$ cat config.mk
export PLATFORM = sky130hd
export DESIGN_NAME = i2s_tdm_receiver
export DESIGN_NICKNAME = d
export VERILOG_FILES = /design/src/rtl/i2s_tdm_receiver.sv
export SDC_FILE = /design/constraint.sdc
export NUM_CORES = 1
export LEC_CHECK = 0
export BUFFER_PORTS_ARGS = -buffer_cell sky130_fd_sc_hd__clkbuf_2
export CAP_MARGIN = 40
export CORE_ASPECT_RATIO = 1.2
export CORE_UTILIZATION = 41
export CTS_CLUSTER_SIZE = 16
export DETAILED_ROUTE_END_ITERATION = 10
export PLACE_DENSITY = 0.6
export SETUP_SLACK_MARGIN = 0.5
export SLEW_MARGIN = 20
export SYNTH_ARGS = -nofsm -noshare
export SYNTH_HDL_FRONTEND = slang
export SYNTH_SLANG_ARGS = --single-unit
export TNS_END_PERCENT = 10
$ cat constraint.sdc
create_clock -name sck -period 2.9 [get_ports sck]
set_clock_uncertainty 0.15 [all_clocks]
set_input_delay 0.58 -clock sck [delete_from_list [all_inputs] [get_ports sck]]
set_output_delay 0.58 -clock sck [all_outputs]
set_load 0.02 [all_outputs]
$ cat src/rtl/i2s_tdm_receiver.sv
// I2S / TDM serial audio receiver: slot framing on sck, one word per slot into a
// first-word-fall-through FIFO with valid/ready output and sticky status flags.
module i2s_tdm_receiver #(
  parameter int unsigned DATA_WIDTH = 24,
  parameter int unsigned SLOT_WIDTH = 32,
  parameter int unsigned CHANNELS   = 2,
  parameter int unsigned TDM_MODE   = 0,
  parameter int unsigned DATA_DELAY = 1,
  parameter int unsigned FIFO_DEPTH = 4,
  localparam int unsigned CHW       = (CHANNELS > 1) ? $clog2(CHANNELS) : 1
) (
  input  logic                  sck,
  input  logic                  reset_n,
  input  logic                  en,
  input  logic                  sd,
  input  logic                  ws,
  output logic [DATA_WIDTH-1:0] m_data,
  output logic [CHW-1:0]        m_chan,
  output logic                  m_last,
  output logic                  m_valid,
  input  logic                  m_ready,
  output logic                  synced,
  output logic                  overflow,
  output logic                  frame_err,
  input  logic                  clr_status
);

  localparam int unsigned CW = $clog2(SLOT_WIDTH + 1);
  localparam int unsigned AW = $clog2(FIFO_DEPTH);
  localparam int unsigned EW = DATA_WIDTH + CHW + 1;
  localparam logic [CHW-1:0] LastChan = CHW'(CHANNELS - 1);

  typedef enum logic [1:0] {StUnsync, StCapture, StSkip} state_e;

  state_e                state_q, state_d;
  logic                  ws_q, ws_qq;
  logic [CW-1:0]         bit_cnt_q, bit_cnt_d;
  logic [CHW-1:0]        chan_q, chan_d;
  logic [DATA_WIDTH-1:0] shift_q, shift_d;
  logic                  overflow_q, frame_err_q;

  logic                  ws_cur, ws_prev, ws_edge, frame_start;
  logic                  slot_start, lose_sync, err_set;
  logic [CHW-1:0]        start_chan;
  logic                  push;
  logic [DATA_WIDTH-1:0] push_data;
  logic [CHW-1:0]        push_chan;

  logic [EW-1:0]         mem [FIFO_DEPTH];
  logic [AW-1:0]         wr_ptr_q, rd_ptr_q;
  logic [AW:0]           count_q;
  logic                  full, pop, wr_ok, ovf_set;

  // With one bit of data delay the edge is judged one register later.
  assign ws_cur      = (DATA_DELAY != 0) ? ws_q  : ws;
  assign ws_prev     = (DATA_DELAY != 0) ? ws_qq : ws_q;
  assign ws_edge     = ws_cur ^ ws_prev;
  assign frame_start = (TDM_MODE != 0) ? (ws_cur & ~ws_prev) : (~ws_cur & ws_prev);

  always_comb begin
    state_d    = state_q;
    bit_cnt_d  = bit_cnt_q;
    chan_d     = chan_q;
    shift_d    = shift_q;
    push       = 1'b0;
    push_data  = '0;
    push_chan  = chan_q;
    err_set    = 1'b0;
    slot_start = 1'b0;
    start_chan = '0;
    lose_sync  = 1'b0;

    if (TDM_MODE != 0) begin
      if (frame_start) begin
        slot_start = 1'b1;
        if (state_q != StUnsync &&
            !(bit_cnt_q == CW'(SLOT_WIDTH) && chan_q == LastChan)) begin
          err_set = 1'b1;
        end
      end else if (state_q != StUnsync && bit_cnt_q == CW'(SLOT_WIDTH)) begin
        if (chan_q == LastChan) begin
          err_set   = 1'b1;
          lose_sync = 1'b1;
        end else begin
          slot_start = 1'b1;
          start_chan = chan_q + 1'b1;
        end
      end
    end else begin
      slot_start = (state_q == StUnsync) ? frame_start : ws_edge;
      start_chan = CHW'(ws_cur);
    end

    if (!en) begin
      state_d   = StUnsync;
      bit_cnt_d = '0;
      chan_d    = '0;
      err_set   = 1'b0;
    end else if (lose_sync) begin
      state_d = StUnsync;
    end else if (slot_start) begin
      // A slot boundary while still capturing: flush what we have, left-aligned.
      if (state_q == StCapture) begin
        push      = 1'b1;
        push_data = shift_q << (DATA_WIDTH - bit_cnt_q);
        push_chan = chan_q;
        err_set   = 1'b1;
      end
      chan_d    = start_chan;
      shift_d   = DATA_WIDTH'(sd);
      bit_cnt_d = CW'(1);
      if (DATA_WIDTH == 1) begin
        push      = 1'b1;
        push_data = DATA_WIDTH'(sd);
        push_chan = start_chan;
        state_d   = StSkip;
      end else begin
        state_d = StCapture;
      end
    end else if (state_q != StUnsync) begin
      // Saturates so overlong I2S halves cannot wrap the counter.
      if (bit_cnt_q != CW'(SLOT_WIDTH)) bit_cnt_d = bit_cnt_q + 1'b1;
      if (state_q == StCapture) begin
        shift_d = (shift_q << 1) | DATA_WIDTH'(sd);
        if (bit_cnt_q == CW'(DATA_WIDTH - 1)) begin
          push      = 1'b1;
          push_data = shift_d;
          state_d   = StSkip;
        end
      end
    end
  end

  assign full    = (count_q == (AW + 1)'(FIFO_DEPTH));
  assign pop     = (count_q != '0) && m_ready;
  assign wr_ok   = push && (!full || pop);
  assign ovf_set = push && full && !pop;

  always_ff @(posedge sck or negedge reset_n) begin
    if (!reset_n) begin
      state_q     <= StUnsync;
      ws_q        <= 1'b0;
      ws_qq       <= 1'b0;
      bit_cnt_q   <= '0;
      chan_q      <= '0;
      shift_q     <= '0;
      overflow_q  <= 1'b0;
      frame_err_q <= 1'b0;
      wr_ptr_q    <= '0;
      rd_ptr_q    <= '0;
      count_q     <= '0;
    end else begin
      state_q   <= state_d;
      ws_q      <= ws;
      ws_qq     <= ws_q;
      bit_cnt_q <= bit_cnt_d;
      chan_q    <= chan_d;
      shift_q   <= shift_d;
      if (ovf_set)         overflow_q <= 1'b1;
      else if (clr_status) overflow_q <= 1'b0;
      if (err_set)         frame_err_q <= 1'b1;
      else if (clr_status) frame_err_q <= 1'b0;
      if (wr_ok) wr_ptr_q <= wr_ptr_q + 1'b1;
      if (pop)   rd_ptr_q <= rd_ptr_q + 1'b1;
      if (wr_ok && !pop)      count_q <= count_q + 1'b1;
      else if (!wr_ok && pop) count_q <= count_q - 1'b1;
    end
  end

  always_ff @(posedge sck) begin
    if (wr_ok) mem[wr_ptr_q] <= {push_chan, (push_chan == LastChan), push_data};
  end

  assign m_valid = (count_q != '0);
  assign {m_chan, m_last, m_data} = m_valid ? mem[rd_ptr_q] : '0;
  assign synced    = (state_q != StUnsync);
  assign overflow  = overflow_q;
  assign frame_err = frame_err_q;

endmodule

==> metrics.md <==
| Metric | Value |
|---|---|
| Initial drt markers | `roughly 350` |
| Clock Root Buffer | `clkbuf_16` |
| Syn_nets | `552` |
| Initial antenna violation count | `0` |
| TritonCTS clock tree | `done` |
| First-pass GRT wire length | `28400 um` |
| Worst setup SP type | `register` |
| Beginning of the worst hold path | `ws` |
| Total clock sinks | `144` |
| Largest family of logic cells by synthesized area | `multiplexers` |
| Hold Crit Depth | `1` |
| Post-Syn Area per Cell | `around 14 um^2` |
| Wire per inst | `~21 um` |
| Mux share of post-synthesis cell area | `approximately 18%` |
| Antenna viol nets, final | `0` |
| Int Pwr | `5.18 mW` |
| Ys async rst share | `30.6%` |
| RSZ-0062 raised after global routing | `yes` |
| Peak VDD IR | `0.000395 V` |
| Slew @ Worst Pin | `0.546 ns` |
| # setup viols final | `0` |
| Clock share of power | `31.3%` |
| Crit-path max FO | `6` |
| Slew headroom | `63.5%` |
| Reg2reg end | `count_q[2]` |
| Hold Crit Endpoint | `start_chan` |
| Total Wirelength | `18300 um` |
| Fin crit share | `roughly 93%` |
| Register share of total power | `32.7%` |
| Syn Inst Count | `about 540` |
| Worst Hold Class | `in2reg` |
| Compound-cell area share of the yosys netlist | `a little over 9%` |
| Register area share after synthesis | `55.6%` |
| DR pass1 iterations | `4` |
| Nets | `638` |
| Total grt overflow | `0` |
| Xor and xnor area share after synthesis | `1.85%` |
| Final Max Slew Viols | `0` |
| Layout cells sized above 1 | `around 39%` |
| Most common cell in the netlist | `edfxtp_1` |
| WP data arrival | `1.96 ns` |
| CTS Buffer Depth | `2` |
| Setup crit end kind | `primary output` |
| Critical path's slowest cell | `mux4_2` |
| H-tree levels | `4` |
| Yosys Warn Count | `0` |
| Post-synth top flop | `edfxtp_1` |
| Worst path cell trace | `clkbuf_16 -> buf_12 -> mux4_2 -> and2_4 -> buf_6` |
| Die H | `around 150 um` |
| Overall Power | `about 7.3 mW` |
| Status | `completed` |
| Die width | `125 um` |
| P_sw | `2.12 mW` |
| R2r worst-path depth | `10` |
| Simple-gate portion of the synthesized area | `10.9%` |
| Row count | `53` |
| Vias in the first global route | `a little over 5000` |
| Yosys top cell area share | `40.7%` |
| Die ar. | `18600 um^2` |
| Sw frac | `29.0%` |
| Max Clk Rate | `around 370 MHz` |
| Total power divided by cell area | `roughly 780 nW/um^2` |
| Seq cells post-synth | `144` |
| Reg2Reg Setup Slack | `0.30 ns` |
| Proportion of power drawn by combinational gates | `36.0%` |
| Critical Path RT | `2.17 ns` |
| Post-synth cell types | `63` |
| R2r startpoint | `state_q[1]` |
| Max Cap Viol | `0` |
| GRT Overall Usage | `around a fifth` |
| Port Buffers | `36` |
| Vias per cell | `around 5.7` |
| Post-synth EDFFs | `100` |
| DP HPWL | `~12000 um` |
| Minimum clock period | `2.69 ns` |
| Critical path class | `reg2out` |
| Post-synthesis adder-cell area fraction | `1.63%` |
| Area delta synth->final | `27.0%` |
| Via count | `4892` |
| Pin count of the biggest net entering global routing | `32` |
| Core ar. | `17600 um^2` |
| Setup_tns | `0 ns` |
| Placer Congestion | `0.900` |
| Leakage | `3.52 nW` |
| Cell Area, Synth | `7380 um^2` |
| Largest stage delay, worst path | `0.49 ns` |
| Clk slew on worst S/H paths | `0.06 ns` |
| Final Hold Viols | `0` |
| Num CTS Buffers | `17` |
| Boundary pin count | `37` |
| Largest area contributor in the netlist | `edfxtp_1` |
| Drt drc | `0` |
| Top post-synthesis cells by count | `edfxtp_1 (100), dfrtp_1 (44), mux2i_1 (38)` |
| Initial Utilization | `42.0%` |
| Antenna fix cells | `0` |
| Main area contributors after synthesis | `edfxtp_1 (41%), dfrtp_1 (15%), mux4_2 (8.5%), mux2i_1 (5.2%), mux2_2 (3.8%)` |
| Clk Latency, worst-skew pair | `0.42 ns` |
-- worst max path at each step --
stage	slack, ns	cells past startpoint	startpoint	endpoint
final	0.21	5	rd_ptr_q[0]	m_data[7]
after global routing	0.16	5	rd_ptr_q[0]	m_data[7]
after CTS	0.18	4	rd_ptr_q[0]	m_data[23]
after detailed placement	0.15	6	en	mem[1][7]
after global placement	0.25	7	en	mem[0][20]
after floorplan	0.31	12	state_q[1]	count_q[2]
-- power groups by stage --
stage          clock (mW)  combinational, mW  sequential, mW
3_5_place_dp            0               1.90            2.42
3_3_place_gp            0               1.87            2.42
2_1_floorplan           0               1.38            2.39
5_1_grt              2.40               2.80            2.40
4_1_cts              2.32               2.00            2.40
6_report             2.28               2.63            2.39
-- critical path: cells and delay by family (launching register included) --
family                 cells  cell delay (ns)
muxes                      1             0.49
DFF                        1             0.44
buffers and inverters      3             0.43
and+or+nand+nor            1             0.17
-- kinds of logic (layout without fill, tap and decap cells) --
family | after synthesis | in the layout
multiplexers | 92 | 92
adder cells (fa/ha/maj) | 9 | 9
AO/OA/AOI/OAI | 88 | 88
buffers and inverters | 45 | 144
XOR/XNOR | 13 | 13
flip-flops | 144 | 144
AND/OR/NAND/NOR | 145 | 145
-- cell type report --
type | instances | area [um^2]
timing repair buffer | 102 | 1010
clock buffer | 19 | 433
tap | 220 | 275
multi-input combinational | 347 | 3330
inverter | 10 | 40.0
sequential | 144 | 4110
clock inverter | 13 | 184
fill | 1459 | 8190
-- stage by stage --
step / std cells / hold slack (ns) / utilization (%) / area, um^2 / setup WS, ns
3_5_place_dp: 795 / 0.215 / 46.2 / 8120 / 0.152
3_3_place_gp: 795 / 0.208 / 46.2 / 8120 / 0.252
4_1_cts: 844 / 0.0975 / 51.0 / 8950 / 0.178
6_report: 855 / 0.112 / 53.4 / 9380 / 0.211
5_1_grt: 855 / 0.102 / 53.4 / 9380 / 0.159
2_1_floorplan: 536 / 0.134 / - / 7550 / 0.313
-- sequential cells by signal (all words and copies together), names as in the netlist --
name / cells
bit_cnt_q: 6
chan_q: 1
count_q: 3
frame_err: 1
mem: 100
overflow: 1
rd_ptr_q: 2
shift_q: 24
start_chan: 1
state_q: 2
wr_ptr_q: 2
ws_prev: 1
-- metal layers --
metal | GRT usage (%) | wire length (um)
met5 | 0 | 0
met4 | 8.98 | 545
met3 | 4.09 | 612
met2 | 34.3 | 9340
met1 | 25.0 | 7800
-- placed cells by master (no fill, tap or decap), drive strengths merged, types with 8 or more instances in the layout --
cell type,netlist,layout
inv,10,13
dfrtp,44,44
edfxtp,100,100
buf,26,86
nand2,19,19
a22o,25,25
nand3,27,27
ha,8,8
mux4,28,28
mux2,26,26
nor2,31,31
mux2i,38,38
a21oi,9,9
o21ai,14,14
clkbuf,9,34
and2,31,31
-- repair_timing --
item,4_1_cts,5_1_grt
pin swaps,11,1
gates resized for setup,15,110
buffers inserted,15,10
hold buffers,1,0
setup endpoints to repair,225,221
cloned,1,1
endpoints found under the hold margin,13,0
(Power assumes the default switching activity.)
